--- config.mk ---
export PLATFORM = sky130hd
export DESIGN_NAME = sccpu_mem_host
export DESIGN_NICKNAME = d
export VERILOG_FILES = /design/src/rtl/sccpu_mem_host.sv
export SDC_FILE = /design/constraint.sdc
export NUM_CORES = 2
export LEC_CHECK = 0
export BUFFER_PORTS_ARGS = -buffer_cell sky130_fd_sc_hd__buf_2
export CAP_MARGIN = 30
export CORE_UTILIZATION = 55
export CTS_CLUSTER_SIZE = 40
export DETAILED_ROUTE_END_ITERATION = 6
export GPL_ROUTABILITY_DRIVEN = 0
export PLACE_DENSITY = 0.74
export SETUP_SLACK_MARGIN = 0.2
export SLEW_MARGIN = 20
export SYNTH_ARGS = -nofsm -noshare
export SYNTH_HDL_FRONTEND = slang
export SYNTH_SLANG_ARGS = --single-unit
--- constraint.sdc ---
create_clock -name clock -period 5.28 [get_ports clock]
set_clock_uncertainty 0.2 [all_clocks]
set_input_delay 0.528 -clock clock [delete_from_list [all_inputs] [get_ports clock]]
set_output_delay 0.528 -clock clock [all_outputs]
set_load 0.005 [all_outputs]
--- src/rtl/sccpu_mem_host.sv ---
// Memory host for the single-cycle CPU core: program loader, instruction RAM, data RAM.
// Latency: fetch and data read are combinational (zero cycles); data writes and loader writes land on the next clock edge.
// Backpressure: load_ready drops once the program is complete or instruction RAM is full; words offered then are not consumed.
//
// Ports:
//   clock, resetn            : clock and asynchronous active-low reset
//   load_valid/ready/data/last : program stream into instruction RAM (valid/ready handshake)
//   start, halt              : one-cycle pulses releasing / stopping the core
//   pc -> inst               : core instruction fetch (byte address, word aligned)
//   alu_out, data, wmem -> mem : core data access
//   cpu_resetn, running      : core reset and run indication (registered)
//   words_loaded, fault      : loaded program length, sticky out-of-range flag
// Optional build macro SCCPU_MEM_HOST_CYCLE_COUNT_EN adds run_cycles[31:0], a count of clocks spent in RUN.

module sccpu_mem_host #(
    parameter int          IMEM_DEPTH = 32,
    parameter int          DMEM_DEPTH = 32,
    parameter logic [31:0] FILL_INST  = 32'h08000000
) (
    input  logic                          clock,
    input  logic                          resetn,
    input  logic                          load_valid,
    output logic                          load_ready,
    input  logic [31:0]                   load_data,
    input  logic                          load_last,
    input  logic                          start,
    input  logic                          halt,
    input  logic [31:0]                   pc,
    output logic [31:0]                   inst,
    input  logic [31:0]                   alu_out,
    input  logic [31:0]                   data,
    input  logic                          wmem,
    output logic [31:0]                   mem,
    output logic                          cpu_resetn,
    output logic                          running,
    output logic [$clog2(IMEM_DEPTH):0]   words_loaded,
    output logic                          fault
`ifdef SCCPU_MEM_HOST_CYCLE_COUNT_EN
    ,
    output logic [31:0]                   run_cycles
`endif
);

    localparam int IAW = $clog2(IMEM_DEPTH);
    localparam int DAW = $clog2(DMEM_DEPTH);
    localparam int PW  = IAW + 1;

    typedef enum logic [1:0] {
        ST_IDLE  = 2'd0,
        ST_LOAD  = 2'd1,
        ST_READY = 2'd2,
        ST_RUN   = 2'd3
    } state_t;

    state_t          state_q, state_d;
    logic [PW-1:0]   ptr_q, ptr_d;
    logic [PW-1:0]   words_loaded_q, words_loaded_d;
    logic            running_q, running_d;
    logic            cpu_resetn_q, cpu_resetn_d;
    logic            fault_q, fault_d;
    // Low for the first cycle after reset release so load_ready stays low
    // while resetn is asserted even though the state register reads IDLE.
    logic            live_q, live_d;

    logic [31:0]     imem [IMEM_DEPTH];
    logic [31:0]     dmem [DMEM_DEPTH];

    logic            imem_we;
    logic [IAW-1:0]  imem_waddr;

    logic [29:0]     fetch_idx;
    logic [29:0]     data_idx;
    logic            fetch_oob;
    logic            data_oob;

    logic            unused_addr_bits;
    assign unused_addr_bits = ^{pc[1:0], alu_out[1:0]};

    // ------------------------------------------------------------------
    // Address decode shared by fetch, data port and fault detection
    // ------------------------------------------------------------------
    assign fetch_idx = pc[31:2];
    assign data_idx  = alu_out[31:2];
    assign fetch_oob = (fetch_idx >= 30'(words_loaded_q));
    assign data_oob  = (data_idx >= 30'(DMEM_DEPTH));

    always_comb begin
        inst = FILL_INST;
        if (running_q && !fetch_oob) begin
            inst = imem[fetch_idx[IAW-1:0]];
        end
    end

    // Asynchronous read: a store in the same cycle is seen only after the edge.
    always_comb begin
        mem = 32'h0;
        if (running_q && !data_oob) begin
            mem = dmem[data_idx[DAW-1:0]];
        end
    end

    // ------------------------------------------------------------------
    // Control FSM: next state, loader handshake, words_loaded
    // ------------------------------------------------------------------
    always_comb begin
        state_d        = state_q;
        ptr_d          = ptr_q;
        words_loaded_d = words_loaded_q;
        load_ready     = 1'b0;
        imem_we        = 1'b0;
        imem_waddr     = ptr_q[IAW-1:0];

        case (state_q)
            ST_IDLE: begin
                load_ready = live_q;
                if (load_valid && live_q) begin
                    imem_we    = 1'b1;
                    imem_waddr = '0;
                    ptr_d      = PW'(1);
                    if (load_last || IMEM_DEPTH == 1) begin
                        state_d        = ST_READY;
                        words_loaded_d = PW'(1);
                    end else begin
                        state_d = ST_LOAD;
                    end
                end
            end
            ST_LOAD: begin
                load_ready = (ptr_q < PW'(IMEM_DEPTH));
                if (load_valid && load_ready) begin
                    imem_we = 1'b1;
                    ptr_d   = ptr_q + PW'(1);
                    if (load_last || ptr_d == PW'(IMEM_DEPTH)) begin
                        state_d        = ST_READY;
                        words_loaded_d = ptr_d;
                    end
                end
            end
            ST_READY: begin
                if (start) begin
                    state_d = ST_RUN;
                end
            end
            ST_RUN: begin
                // halt takes priority; start is meaningless here anyway
                if (halt) begin
                    state_d        = ST_IDLE;
                    ptr_d          = '0;
                    words_loaded_d = '0;
                end
            end
            default: begin
                state_d        = ST_IDLE;
                ptr_d          = '0;
                words_loaded_d = '0;
            end
        endcase

        live_d       = 1'b1;
        running_d    = (state_d == ST_RUN);
        cpu_resetn_d = (state_d == ST_RUN);

        fault_d = fault_q;
        if (state_d == ST_IDLE && state_q != ST_IDLE) begin
            fault_d = 1'b0;
        end else if (running_q && (fetch_oob || (wmem && data_oob))) begin
            fault_d = 1'b1;
        end
    end

    always_ff @(posedge clock or negedge resetn) begin
        if (!resetn) begin
            state_q        <= ST_IDLE;
            ptr_q          <= '0;
            words_loaded_q <= '0;
            running_q      <= 1'b0;
            cpu_resetn_q   <= 1'b0;
            fault_q        <= 1'b0;
            live_q         <= 1'b0;
        end else begin
            state_q        <= state_d;
            ptr_q          <= ptr_d;
            words_loaded_q <= words_loaded_d;
            running_q      <= running_d;
            cpu_resetn_q   <= cpu_resetn_d;
            fault_q        <= fault_d;
            live_q         <= live_d;
        end
    end

    // ------------------------------------------------------------------
    // RAM write ports (contents deliberately not reset)
    // ------------------------------------------------------------------
    always_ff @(posedge clock) begin
        if (imem_we) begin
            imem[imem_waddr] <= load_data;
        end
    end

    always_ff @(posedge clock) begin
        if (running_q && wmem && !data_oob) begin
            dmem[data_idx[DAW-1:0]] <= data;
        end
    end

    assign running      = running_q;
    assign cpu_resetn   = cpu_resetn_q;
    assign words_loaded = words_loaded_q;
    assign fault        = fault_q;

`ifdef SCCPU_MEM_HOST_CYCLE_COUNT_EN
    logic [31:0] run_cycles_q, run_cycles_d;

    // Zeroed on the edge entering RUN, then counts every RUN clock; frozen after halt.
    always_comb begin
        run_cycles_d = run_cycles_q;
        if (state_d == ST_RUN && state_q != ST_RUN) begin
            run_cycles_d = 32'h0;
        end else if (state_q == ST_RUN) begin
            run_cycles_d = run_cycles_q + 32'h1;
        end
    end

    always_ff @(posedge clock or negedge resetn) begin
        if (!resetn) begin
            run_cycles_q <= 32'h0;
        end else begin
            run_cycles_q <= run_cycles_d;
        end
    end

    assign run_cycles = run_cycles_q;
`endif

endmodule

After elaboration in Yosys (flattened, before gate mapping)
Memory sizes are Yosys's and may differ from the RTL's.
Index checks and enable logic that the tools add are counted.
{ "classes": {"add_sub_neg": 1, "mux": 30, "eq_ne": 10, "magnitude_cmp": 3, "n_reduce_logical": 20} }
{ "ops": {"columns": ["cell", "n"], "rows": [
  ["32-bit two-way mux", 2],
  ["6-bit two-way mux", 7],
  ["6-bit one-hot mux with 3 select lines", 2],
  ["30-bit by 6-bit >= comparator with 1-bit output", 1],
  ["30-bit by 6-bit >= comparator with 1-bit output (second input constant)", 1],
  ["2-bit two-way mux", 6],
  ["5-bit two-way mux", 2],
  ["2-bit != test (second input constant)", 5],
  ["1-bit logical AND", 9],
  ["1-bit two-way mux", 8],
  ["2-bit one-hot mux with 4 select lines", 1],
  ["6-bit by 1-bit adder with 6-bit output (second input constant)", 1],
  ["2-bit equality test (second input constant)", 3],
  ["6-bit equality test (second input constant)", 1],
  ["6-bit < comparator (second input constant)", 1],
  ["6-bit AND reduction", 1],
  ["2-bit zero test", 2],
  ["1-bit one-hot mux with 2 select lines", 2],
  ["4-bit AND reduction", 1],
  ["2-bit nonzero test", 2],
  ["3-bit nonzero test", 1],
  ["2-bit by 1-bit equality test with 1-bit output (second input constant)", 1],
  ["1-bit zero test", 2],
  ["1-bit logical OR", 2]
]} }
{ "totals": {"ram_bits": 2048, "output_inout_bits": 74, "regBits": 17, "input_bits": 135, "mem_count": 2, "word_cells": 72} }
{ "memory_table": {"columns": ["memory", "words", "width", "read_ports", "rd_ports_with_merged_regs", "wr", "line", "source"], "rows": [
  ["dmem", 32, 32, 1, 0, 1, "66", "logic [31:0] dmem [DMEM_DEPTH];"],
  ["imem", 32, 32, 1, 0, 1, "65", "logic [31:0] imem [IMEM_DEPTH];"]
]} }

Logic depth before layout (Yosys ltp)
{ "depth": {"depth_word": 9, "depth_mapped": 11, "ltp_nobuf": 7} }

Least setup slack after synthesis
No wires, ideal clock.
{ "synth_timing": {"path_type": "input to register", "from": "input port load_valid", "to": "memory imem[4][0], enable pin", "required_time_ps": 4578, "path_slack_ps": 303, "path_buffers": 1, "setup_ps": 502, "path_stages": 3, "t_arrival_ps": 4276, "path_cell_list": "or4bb_1 -> clkbuf_1 -> nor4_1"} }
{ "synth_via": {"elab_chain_len": 5, "word_cells_on_any_way": 9, "classes_between": "mux (7); reduce/logical (2)"} }
{ "synth_rtl": {"columns": ["element", "line", "source"], "rows": [
  ["start: declaration", "22", "input logic load_valid,"],
  ["1-bit logical AND, on equally long branches", "130, 116", null],
  ["1-bit two-way mux, on equally long branches", "130, 116", null],
  ["1-bit one-hot mux with 2 select lines", "113", "case (state_q)"],
  ["1-bit two-way mux", "195", "if (imem_we) begin"],
  ["1-bit two-way mux (not written as such)", "196", "imem[imem_waddr] <= load_data;"],
  ["end: declaration", "65", null]
]} }
Several ways; a longest one is shown, not always the timed one.

Final worst setup path
{ "layout_timing": {"from": "register words_loaded_q[5], in the netlist words_loaded[5]", "to": "output port inst[8]"} }
{ "layout_via": {"elab_chain_len": 4} }
{ "layout_rtl": {"columns": ["element", "line", "source"], "rows": [
  ["start: declaration", "57", "logic [PW-1:0] words_loaded_q, words_loaded_d;"],
  ["start signal: assignment", "183", "words_loaded_q <= words_loaded_d;"],
  ["30-bit by 6-bit >= comparator with 1-bit output", "84", "assign fetch_oob = (fetch_idx >= 30'(words_loaded_q));"],
  ["1-bit zero test", "89", "if (running_q && !fetch_oob) begin"],
  ["1-bit logical AND", "89", null],
  ["32-bit two-way mux", "89", null],
  ["end: declaration", "29", "output logic [31:0] inst,"]
]} }
No other way between the ends.

==> impl_metrics.csv <==
group,metric,value,unit
status,status,"completed",
grt,grt_pass1_wl,270000,microns
drt,wl_per_cell,31.9,microns
drt,ant_nets,0,
floorplan,die_area,144000,sq um
timing,setup_viol,0,
worst_setup_path,endpoint,"inst[8]",
cts,clock_sinks,2065,
layout,final_layout_size_suffix_gt1_frac,0.303,
yosys,synth_top_family_by_area,"multiplexers",
layout,fillers,9001,
worst_setup_path,cp-end-kind,"primary output",
drt,dr.pass1.iters,6,
yosys,syn_inst,3413,
placed_design,port_buffers,204,
timing,relSlewSlack,0.272,
yosys,synthAdderAreaFrac,0.00112,
cts,clock_latency,0.85,ns
floorplan,ios,209,
timing,rsz0062_at_grt,"no",
cts,cts_tree,"done",
grt,grt_max_degree,85,
timing,drv_slew,0,
placed_design,dpl-instance-area,82900,sq um
cts,post_cts_buffers,0,
floorplan,die_h,379,microns
worst_setup_path,ff2ff_setup_slack,1.33,ns
yosys,synth_compound_area_frac,0.0308,
worst_setup_path,cp-start-kind,"flip-flop",
cts,cts_root_buf,"clkbuf_16",
cts,htree_levels,4,
pwr,power_leakage,28.2,nW
cts,post_cts_resized,0,
yosys,synth-simple-area-share,0.0161,
layout,area_growth,14.8,%
cts,clk_pin_slew,0.06,ns
placed_design,place_hpwl,104000,microns
yosys,ys_ff_latch,2065,
yosys,synth.avg_cell_area,23.0,sq um
layout,nNetsFinal,3979,
layout,final_cells,5885,
yosys,synth_flop_cell,"edfxtp_1",
job,cap_violations,0,
yosys,synth_area,78400,sq um
floorplan,rows,138,
grt,track_usage,0.264,
grt,antenna_found_initial,2,
worst_setup_path,r2r_end,"imem[7][19]",
worst_setup_path,crit_fanout,20,
drt,drc,0,
yosys,muxShareOfSynthArea,0.149,
floorplan,initial_core_util,0.554,
grt,grt_pass1_vias,39400,
yosys,yosysUniqueCellTypes,57,
drt,vias,38800,
timing,finalCritPeriodShare,0.774,
worst_setup_path,critPathKind,"flip-flop to primary output",
layout,final_area,90000,sq um
timing,tns,0,ns
yosys,synth_nets,3555,
worst_hold_path,hold_class,"input pin to flip-flop",
timing,fin_crit,4.09,ns
timing,max_slew.worst_pin.slew,1.09,ns
pwr,ir_drop,0.000275,V
yosys,yosysWarnings,0,
yosys,yosys.area_share.xor_xnor,0.000335,
floorplan,fp.dieW,379,microns
worst_setup_path,rr_worst_depth,5,
cts,numCtsBuffers,198,
worst_setup_path,r2r_start,"state_q[1]",
timing,finalHoldViolCount,0,
layout,fin_util,0.636,
drt,dr.first_iter.drc_count,4996,
yosys,synth_edf_count,2048,
worst_setup_path,cp.arrival,3.36,ns
worst_setup_path,startpoint,"words_loaded[5]",
cts,clk_path_buf_depth,3,
pwr,powerDensity,379,nW/um^2
cts,cts-hold-fix-buffers,71,
drt,vias_per_cell,6.60,
placed_design,post-place-cells,5455,
worst_setup_path,cp.required,4.55,ns
yosys,ys_seq_area_frac,0.790,
drt,totalWireLength,188000,microns
floorplan,core_area,141000,sq um
timing,max_freq,245,MHz
yosys,async_flop_share,0.00823,
grt,overflow,0,
[critical path, stage by stage, from the launching register on]
cell and delay, ns:
dfrtp_1 0.35, inv_1 0.06, ha_1 0.30, a211oi_1 0.23, nand4_1 0.12, nor2_1 0.20, nand3_2 0.49, buf_4 0.43
nor2_1 0.16, buf_2 0.14
[stage by stage]
step | total power [mW] | hold WS [ns] | worst slack, ns
6_report | 34.1 | 0.0807 | 1.19
3_3_place_gp | 20.5 | 0.280 | 1.20
3_5_place_dp | 20.6 | 0.291 | 1.20
2_1_floorplan | 19.7 | 0.0324 | 0.303
5_1_grt | 35.0 | 0.0924 | 1.04
4_1_cts | 34.2 | 0.0172 | 1.16
[layout make-up]
class,count,area [sq um],area share
antenna,1,2.50,0.0000278
clock buffer,245,5130,0.0570
clock inverter,112,1200,0.0133
inverter,15,56.3,0.000626
multi-input combinational,1141,16000,0.177
sequential,2065,61900,0.688
tap,1890,2360,0.0263
timing repair buffer,416,3350,0.0372
[sequential cells by signal, indices dropped and copies added (netlist names)]
signal        flops
live_q            1
cpu_resetn        1
words_loaded      6
ptr_q             6
dmem           1024
fault             1
state_q           2
imem           1024
[cells in the mapped netlist (3+ instances only)]
master | instances | area share
o21ai_0 | 12 | 0.00077
nor3_1 | 6 | 0.00038
inv_1 | 15 | 0.00072
nor2_1 | 114 | 0.0055
edfxtp_1 | 2048 | 0.78
buf_2 | 62 | 0.0040
a22oi_1 | 125 | 0.012
mux2i_1 | 6 | 0.00077
and2_1 | 6 | 0.00048
nand4_1 | 3 | 0.00024
nand2b_1 | 3 | 0.00024
ha_1 | 7 | 0.0011
buf_1 | 23 | 0.0011
o221ai_1 | 31 | 0.0035
o22a_1 | 31 | 0.0035
nor2b_1 | 7 | 0.00056
dfrtp_1 | 17 | 0.0054
o21ai_1 | 3 | 0.00019
nor4_1 | 43 | 0.0034
nor3b_1 | 4 | 0.00038
nand3_1 | 12 | 0.00077
nand3b_1 | 4 | 0.00038
a21oi_1 | 64 | 0.0041
clkbuf_1 | 76 | 0.0036
buf_4 | 23 | 0.0022
o22ai_1 | 64 | 0.0051
nand2_1 | 49 | 0.0023
buf_6 | 8 | 0.0011
mux4_2 | 512 | 0.15
[per-layer routing]
metal | track usage | vias up | share of wire
met5 | 0 | - | 0.000069
met4 | 0.0796 | 2 | 0.027
met2 | 0.412 | 2512 | 0.48
li1 | - | 15500 | -
met1 | 0.382 | 20500 | 0.38
met3 | 0.0554 | 315 | 0.11
[where the power goes]
group          switching [mW]  total (mW)  leakage (nW)  internal (mW)
Sequential              0.110        18.3          18.6           18.2
Combinational            1.20        1.95          6.54          0.751
Clock                    6.12        13.8          3.07           7.69
[how the worst min path moves through the flow]
stage          cells after the start  slack (ns)              end   start
2_1_floorplan                      0        0.03       cpu_resetn  resetn
3_3_place_gp                       1        0.28  words_loaded[4]  resetn
3_5_place_dp                       1        0.29  words_loaded[4]  resetn
4_1_cts                            6        0.02            fault  pc[11]
5_1_grt                            6        0.09            fault  pc[11]
6_report                           6        0.08            fault  pc[11]
[placed cells by master (no fill, tap or decap), types with 10 or more instances in the layout]
master | netlist | final
edfxtp_1 | 2048 | 2048
mux4_2 | 512 | 512
buf_2 | 62 | 199
clkbuf_16 | 0 | 198
a22oi_1 | 125 | 125
buf_4 | 23 | 101
dlygate4sd3_1 | 0 | 71
o22ai_1 | 64 | 64
a21oi_1 | 64 | 64
nor2_4 | 0 | 64
nor2_1 | 114 | 50
clkbuf_1 | 76 | 47
nand2_1 | 49 | 45
clkinv_1 | 0 | 43
nor4_1 | 43 | 42
buf_12 | 0 | 41
o22a_1 | 31 | 31
o221ai_1 | 31 | 31
clkinv_2 | 0 | 31
dfrtp_1 | 17 | 17
inv_1 | 15 | 15
bufinv_16 | 0 | 15
o21ai_0 | 12 | 12
nand3_1 | 12 | 10
[cells by family (layout without fill, tap and decap cells)]
family / count (synthesis) / in the layout
compound gates: 344 / 344
xor+xnor: 3 / 3
fa+ha+maj: 7 / 7
buf+inv: 207 / 788
flops: 2065 / 2065
mux: 522 / 522
other cells: 1 / 2
simple gates: 264 / 264
Note: power is estimated with default switching activity, not from simulation.
